### src/rtl/midi_uart_fetch_arb.sv
// Round-robin fetch stage: N_CH first-word-fall-through byte FIFOs onto one MIDI UART,
// bounded bursts, Active Sensing keep-alive. Define MIDI_FETCH_TIMER_EN for the internal idle timer.
module midi_uart_fetch_arb #(
    parameter int          N_CH             = 4,
    parameter int          MAX_BURST        = 3,
    parameter logic [7:0]  KEEPALIVE_BYTE   = 8'hFE,
    parameter int          KEEPALIVE_CYCLES = 1000000,
    localparam int         CH_W             = (N_CH > 1) ? $clog2(N_CH) : 1
) (
    input  logic                midi_system_clock,
    input  logic                midi_rst_n,
    input  logic                midi_clk_locked,
    input  logic                keep_alive,
    input  logic [N_CH*8-1:0]   fifo_out,
    input  logic [N_CH-1:0]     fifo_valid,
    input  logic [N_CH-1:0]     fifo_almost_empty,
    input  logic [N_CH-1:0]     fifo_rd_rst_busy,
    output logic [N_CH-1:0]     fifo_rd,
    input  logic                uart_done,
    input  logic                uart_idle,
    output logic                uart_valid,
    output logic [7:0]          uart_data,
    output logic [CH_W-1:0]     cur_ch
);

    localparam logic [1:0]      S_IDLE       = 2'd0;
    localparam logic [1:0]      S_KEEP_ALIVE = 2'd1;
    localparam logic [1:0]      S_DATA       = 2'd2;
    localparam logic [CH_W-1:0] LAST_CH      = CH_W'(N_CH - 1);
    localparam logic [7:0]      BURST_LAST   = 8'(MAX_BURST - 1);

    logic [1:0]      r_state;
    logic [1:0]      w_state_nxt;
    logic [CH_W-1:0] r_last_grant;
    logic [CH_W-1:0] r_cur_ch;
    logic [CH_W-1:0] w_grant;
    logic [CH_W-1:0] w_idx;
    logic [7:0]      r_burst_cnt;
    logic [7:0]      w_burst_nxt;
    logic            r_ka_pending;
    logic            w_ka_set;
    logic            w_ka_clr;
    logic            w_found;
    logic            w_load_grant;
    logic [N_CH-1:0] w_elig;
    logic            w_g_valid;
    logic            w_g_ae;
    logic            w_g_busy;
    logic [7:0]      w_g_data;

    assign w_elig = fifo_valid & ~fifo_rd_rst_busy;
    assign cur_ch = r_cur_ch;

    // Round-robin search starting one past the last granted channel
    always_comb begin
        w_found = 1'b0;
        w_grant = '0;
        w_idx   = '0;
        for (int i = 1; i <= N_CH; i++) begin
            w_idx = CH_W'((int'(r_last_grant) + i) % N_CH);
            if (!w_found && w_elig[w_idx]) begin
                w_found = 1'b1;
                w_grant = w_idx;
            end else begin
                w_found = w_found;
            end
        end
    end

    // Views of the currently granted channel
    always_comb begin
        w_g_valid = fifo_valid[r_cur_ch];
        w_g_ae    = fifo_almost_empty[r_cur_ch];
        w_g_busy  = fifo_rd_rst_busy[r_cur_ch];
        w_g_data  = fifo_out[{r_cur_ch, 3'b000} +: 8];
    end

    // Next-state, burst counter and grant-load decisions
    always_comb begin
        w_state_nxt  = r_state;
        w_burst_nxt  = r_burst_cnt;
        w_load_grant = 1'b0;
        w_ka_clr     = 1'b0;
        case (r_state)
            S_IDLE: begin
                if (w_found) begin
                    w_state_nxt  = S_DATA;
                    w_burst_nxt  = 8'd0;
                    w_load_grant = 1'b1;
                end else if (r_ka_pending && uart_idle) begin
                    w_state_nxt = S_KEEP_ALIVE;
                end else begin
                    w_state_nxt = S_IDLE;
                end
            end
            S_KEEP_ALIVE: begin
                if (uart_done) begin
                    w_state_nxt = S_IDLE;
                    w_ka_clr    = 1'b1;
                end else begin
                    w_state_nxt = S_KEEP_ALIVE;
                end
            end
            S_DATA: begin
                // A FIFO entering reset aborts the burst without a read
                if (w_g_busy) begin
                    w_state_nxt = S_IDLE;
                    w_burst_nxt = 8'd0;
                end else if (uart_done) begin
                    w_burst_nxt = r_burst_cnt + 8'd1;
                    if (w_g_ae || (r_burst_cnt == BURST_LAST)) begin
                        w_state_nxt = S_IDLE;
                    end else begin
                        w_state_nxt = S_DATA;
                    end
                end else begin
                    w_state_nxt = S_DATA;
                end
            end
            default: begin
                w_state_nxt = S_IDLE;
                w_burst_nxt = 8'd0;
            end
        endcase
    end

`ifdef MIDI_FETCH_TIMER_EN
    localparam int              TMR_W    = $clog2(KEEPALIVE_CYCLES);
    localparam logic [TMR_W-1:0] TMR_LAST = TMR_W'(KEEPALIVE_CYCLES - 1);

    logic [TMR_W-1:0] r_timer;
    logic             w_tmr_clr;
    logic             w_tmr_hit;
    logic             w_keep_alive_unused;

    assign w_keep_alive_unused = keep_alive;
    assign w_tmr_clr = uart_done | ((r_state == S_IDLE) & w_found);
    assign w_tmr_hit = (r_state == S_IDLE) & ~w_tmr_clr & (r_timer == TMR_LAST);
    assign w_ka_set  = w_tmr_hit;

    // Idle-time counter that raises a keep-alive request when it expires
    always_ff @(posedge midi_system_clock) begin
        if (!midi_rst_n) begin
            r_timer <= '0;
        end else if (!midi_clk_locked) begin
            r_timer <= '0;
        end else if (w_tmr_clr || w_tmr_hit) begin
            r_timer <= '0;
        end else if (r_state == S_IDLE) begin
            r_timer <= r_timer + 1'b1;
        end else begin
            r_timer <= r_timer;
        end
    end
`else
    assign w_ka_set = keep_alive;
`endif

    // Arbiter state; losing clock lock idles the block but keeps round-robin position
    always_ff @(posedge midi_system_clock) begin
        if (!midi_rst_n) begin
            r_state      <= S_IDLE;
            r_last_grant <= LAST_CH;
            r_cur_ch     <= '0;
            r_burst_cnt  <= 8'd0;
            r_ka_pending <= 1'b0;
        end else if (!midi_clk_locked) begin
            r_state      <= S_IDLE;
            r_burst_cnt  <= 8'd0;
            r_ka_pending <= 1'b0;
        end else begin
            r_state      <= w_state_nxt;
            r_burst_cnt  <= w_burst_nxt;
            r_ka_pending <= w_ka_set | (r_ka_pending & ~w_ka_clr);
            if (w_load_grant) begin
                r_cur_ch     <= w_grant;
                r_last_grant <= w_grant;
            end
        end
    end

    // UART presentation and FIFO read strobe
    always_comb begin
        uart_valid = 1'b0;
        uart_data  = 8'h00;
        fifo_rd    = '0;
        case (r_state)
            S_KEEP_ALIVE: begin
                uart_valid = 1'b1;
                uart_data  = KEEPALIVE_BYTE;
            end
            S_DATA: begin
                uart_valid        = w_g_valid;
                uart_data         = w_g_data;
                fifo_rd[r_cur_ch] = uart_done & w_g_valid & ~w_g_busy;
            end
            default: begin
                uart_valid = 1'b0;
                uart_data  = 8'h00;
            end
        endcase
    end

endmodule

### config.mk
export PLATFORM = sky130hd
export DESIGN_NAME = midi_uart_fetch_arb
export DESIGN_NICKNAME = d
export VERILOG_FILES = /design/src/rtl/midi_uart_fetch_arb.sv
export SDC_FILE = /design/constraint.sdc
export NUM_CORES = 1
export LEC_CHECK = 0
export BUFFER_PORTS_ARGS = -buffer_cell sky130_fd_sc_hd__buf_2
export CORE_MARGIN = 3
export CORE_UTILIZATION = 50
export DETAILED_ROUTE_END_ITERATION = 8
export PLACE_DENSITY = 0.86
export SYNTH_ARGS = -nofsm -noshare
export SYNTH_HDL_FRONTEND = slang
export SYNTH_SLANG_ARGS = --single-unit
### constraint.sdc
create_clock -name midi_system_clock -period 3.83 [get_ports midi_system_clock]
set_clock_uncertainty 0.2 [all_clocks]
set_input_delay 0.383 -clock midi_system_clock [delete_from_list [all_inputs] [get_ports midi_system_clock]]
set_output_delay 0.383 -clock midi_system_clock [all_outputs]
set_load 0.01 [all_outputs]
After elaboration in Yosys (flattened, before gate mapping):

Cells that the tools add are included.

* output and inout bits: 15
* bits of input ports: 50
* word-level logic and storage cells: 87
* flip-flop bits (word level): 15

* $lt $le $gt $ge: 6
* add/sub/neg operators: 5
* equal/unequal tests: 5
* shift operators: 1
* reduce and logical (&&, ||, !) cells: 13
* muxes and demuxes: 42
* bitwise gates (word level): 10

Operator list (count)
* 32-bit by 6-bit variable part select with 8-bit output: 1
* 8-bit two-way mux: 3
* 8-bit one-hot mux with 3 select lines: 1
* 1-bit two-way mux: 18
* 2-bit two-way mux: 8
* 8-bit one-hot mux with 2 select lines: 1
* 2-bit by 3-bit less-than comparator with 1-bit output (second input constant): 5
* 1-bit binary-select mux with 2-bit select: 7
* 8-bit by 1-bit adder with 8-bit output (second input constant): 1
* 4-bit bitwise AND: 2
* 8-bit by 2-bit == test with 1-bit output (second input constant): 1
* 2-bit one-hot mux with 3 select lines: 1
* 1-bit logical AND: 5
* 2-bit by 1-bit adder with 2-bit output (second input constant): 2
* 2-bit adder (second input constant): 2
* 4-bit two-way mux: 1
* 4-bit NOT: 1
* 2-bit AND reduction: 2
* 1-bit bitwise AND: 3
* 1-bit logical NOT: 3
* 3-bit != test (second input constant): 1
* 1-bit NOT: 3
* 3-bit AND reduction: 1
* 1-bit demux with 2-bit select: 1
* other kinds (8): 8

Logic depth before layout (Yosys ltp):

* depth in word-level cells: 17
* mapped depth: 7
* mapped depth without buffers: 6

Least setup slack after synthesis:

OpenSTA, ideal clock, no wires.

* kind: register to output
* start point: reg r_cur_ch[0], in the netlist cur_ch[0]
* end point: out fifo_rd[0]
* data required time: 3247 ps
* cell stages (with the launch flop): 5
* slack: 1484 ps
* path buffers: 1
* arrival time: 1763 ps
* cells stage by stage: dfxtp_1 -> buf_6 -> mux4_2 -> nor4b_2 -> nor3b_1

* word-level cells in the longest chain between the ends: 6
* elaborated cells between the ends (all ways): 14

RTL lines
* start: declaration: line 35 `logic [CH_W-1:0] r_cur_ch;`
* start signal: assignment: line 176 `r_cur_ch <= w_grant;`
* 2-bit by 3-bit less-than comparator with 1-bit output (not written as such), or another cell as far along: line 195 `fifo_rd[r_cur_ch] = uart_done & w_g_valid & ~w_g_busy;`
* 1-bit logical AND (not written as such), or another cell as far along: line 195
* 1-bit two-way mux (not written as such), or another cell as far along: line 195
* 1-bit demux with 2-bit select or 1-bit bitwise AND (tied branches): line 195
* 4-bit bitwise AND (no line) *
* 4-bit two-way mux *: line 187 `case (r_state)`
* end: declaration: line 18 `output logic [N_CH-1:0] fifo_rd,`

Mark *: on every way between the ends. The rest lies on a longest branch, timed or not. The select of a mux whose other input is x is not followed.

Final worst setup path:

* start point: reg r_state[0]
* end point: out fifo_rd[0]

* word-level cells in the longest chain between the ends: 2

RTL lines
* start: declaration: line 32 `logic [1:0] r_state;`
* start signal: assignment: line 172 `r_state <= w_state_nxt;`
* 2-bit == test: line 187
* 4-bit two-way mux: line 187

No other way between the ends.

==> metrics.md <==
| Metric | Value |
|---|---|
| # rows | 18 |
| Initial antenna violation count | 0 |
| DP HPWL | 3090 µm |
| Area delta synth->final | 26.0% |
| Layout Utilization | 67.3% |
| Min-delay worst type | primary input to register |
| Clock slew at reported path FFs | 0.09 ns |
| Post-Layout Cell Count | 235 |
| Post-Syn Area per Cell | 9.22 µm² |
| Leakage | 0.703 nW |
| Critical path's most frequent cell | inv_1 |
| Worst path top cell family by delay | simple AND/OR/NAND/NOR gates |
| Most common cell after layout, fill and taps aside | buf_2 |
| Dpl cells | 231 |
| Fin crit period | 2.67 ns |
| Pwr dens | 230 nW/µm² |
| GRT overflow | 0 |
| Antenna Cells | 0 |
| Aggregate routed wire length | 3880 µm |
| Post-CTS resize count | 0 |
| Wire per inst | 16.5 µm |
| Data required time of the worst path | 3.25 ns |
| Post-CTS Setup Inserts | 0 |
| Crit path cell chain | inv_1, ha_1, inv_1, nor4b_2, nor3b_1, buf_2 |
| Sequential area share after synthesis | 22.3% |
| TritonCTS clock tree | yes |
| Setup violators final | 0 |
| Commonest non-fill, non-tap cells in the layout | 64 x buf_2, 15 x dfxtp_1, 12 x nor2b_1 |
| Clk buf depth | 2 |
| CP max stage delay | 0.44 ns |
| Vias in the first global route | 1443 |
| Cell Area, Synth | 1350 µm² |
| Core area | 2520 µm² |
| Maxcap violations | 0 |
| F_max | 374 MHz |
| Ys async rst share | 0% |
| CTS H-tree depth | 1 |
| GRT Overall Usage | 23.0% |
| Chip Width | 57.9 µm |
| Endpoint class of the critical path | primary output |
| Setup_tns | 0 ns |
| First-pass GRT wire length | 6150 µm |
| Number of fill cells | 227 |
| Initial DRC Count | 42 |
| Yosys warns | 0 |
| GPL Wtd Cong | 0.814 |
| Largest net degree at the start of global routing | 19 |
| RSZ-0062 raised after global routing | false |
| Relative slew slack | 55.9% |
| Most common flop cell mapped by yosys | dfxtp_1 |
| CP startpoint kind | register |
| Die Ht | 57.9 µm |
| Via count | 1466 |
| Worst-margin pin slew | 0.661 ns |
| Layout cells sized above 1 | 41.0% |
| Starting Density | 53.4% |
| CP max stage cell | nor4b_2 |
| VDD IR max | 0.208 mV |
| Flops & latches, synth | 15 |
| CTS Buf Count | 3 |
| CTS sink count | 15 |
| Post-synth EDFFs | 0 |
| WP data arrival | 2.09 ns |
| Critical path peak fanout | 10 |
| DR pass1 iterations | 4 |
| Vias per cell | 6.24 |
| Final ANT Viol Nets | 0 |
| Number of cells on the critical path | 6 |
| Num ports | 65 |
| Final period util | 69.8% |
| Netlist cell types | 35 |
| R2R setup slack | 1.79 ns |
| Register-to-Register Path Depth | 3 |
| CP bufs+invs | 3 |
| Worst Hold Depth | 3 |
| Final Hold Vio Count | 0 |
| Worst-Skew Late Latency | 0.29 ns |
| Syn Inst Count | 146 |
| Status | completed |
| DRC violations left | 0 |
| Port bufs | 64 |
| WS Path Type | register to primary output |
| Final Max Tran Viols | 0 |
| Die area | 3350 µm² |
| Root buf cell | clkbuf_4 |
| Final #Nets | 262 |
| Post-CTS Hold Buffers | 0 |
| Net Count, Synth | 202 |
[logic make-up (layout without fill, tap and decap cells)]
family	count (synthesis)	count (layout)	share of synthesized area, %
flip-flops	15	15	22.3
buffers and inverters	17	76	5.30
adder cells (fa/ha/maj)	6	6	5.58
multiplexers	11	11	18.4
AND/OR/NAND/NOR	56	56	23.7
AO/OA/AOI/OAI	41	41	24.7
[power by group]
group          switching [W]  internal (W)
Sequential        0.00000402      0.000161
Combinational      0.0000635     0.0000692
Clock              0.0000524     0.0000405
Total               0.000120      0.000270
[state kept, by name (all words and copies together) (netlist names)]
name and flops:
r_state 2, cur_ch 2, r_last_grant 2, r_ka_pending 1
r_burst_cnt 8
[cell usage after synthesis, types with 2 or more instances]
master     number  area (µm²)
nor2b_1        12        75.1
nor2_1          5        18.8
a21oi_1        11        55.1
o2bb2ai_1       2        17.5
inv_1           6        22.5
o21ai_0         4        20.0
mux4_2         11         248
ha_1            6        75.1
and4_1          2        17.5
and2_1          2        12.5
buf_1           2        7.51
dfxtp_1        15         300
nand4_1         3        18.8
a221oi_1        2        17.5
clkbuf_1        8        30.0
nor3_1         10        50.1
a41oi_1         2        17.5
a221o_1         6        60.1
and3_1          2        12.5
nand2_1         9        33.8
nand2b_1        5        31.3
o221ai_1        3        26.3
a32o_1          6        60.1
[area by class of cell]
class	instances	area (µm²)	area share, %
clock buffers	4	26.3	1.55
inverters	6	22.5	1.33
multi-input cells	114	975	57.4
flip-flops and latches	15	300	17.7
well taps	30	37.5	2.21
repair buffers	66	335	19.8
[worst paths after layout]
check / startpoint / endpoint
max: r_state[0] / fifo_rd[0]
min: keep_alive / r_ka_pending
max reg2reg: cur_ch[0] / r_burst_cnt[3]
min reg2reg: r_burst_cnt[1] / r_burst_cnt[1]
[metal layers]
metal | GRT usage (%) | share of wire (%) | up-vias
li1 | - | - | 694
met1 | 27.1 | 38 | 721
met2 | 41.9 | 56 | 47
met3 | 4.68 | 5.0 | 4
met4 | 6.29 | 0.75 | 0
met5 | 0 | 0 | -
[worst reg2reg max path, cell delays in order, from the launching register on]
cell and delay, ns:
dfxtp_1 0.36, mux4_2 0.58, a2111oi_4 0.63, a32o_1 0.22
[metrics by stage]
step                hold WS (ns)  total power, W  instance area [µm²]  setup slack [ns]
floorplan                  0.251        0.000256                 1350              1.48
global placement           0.274        0.000294                 1670              1.51
detailed placement         0.308        0.000301                 1670              1.43
CTS                        0.113        0.000392                 1700              1.16
global route               0.114        0.000411                 1700              1.04
finish                     0.115        0.000390                 1700              1.16
No activity file was read; power rests on OpenSTA's default activity.
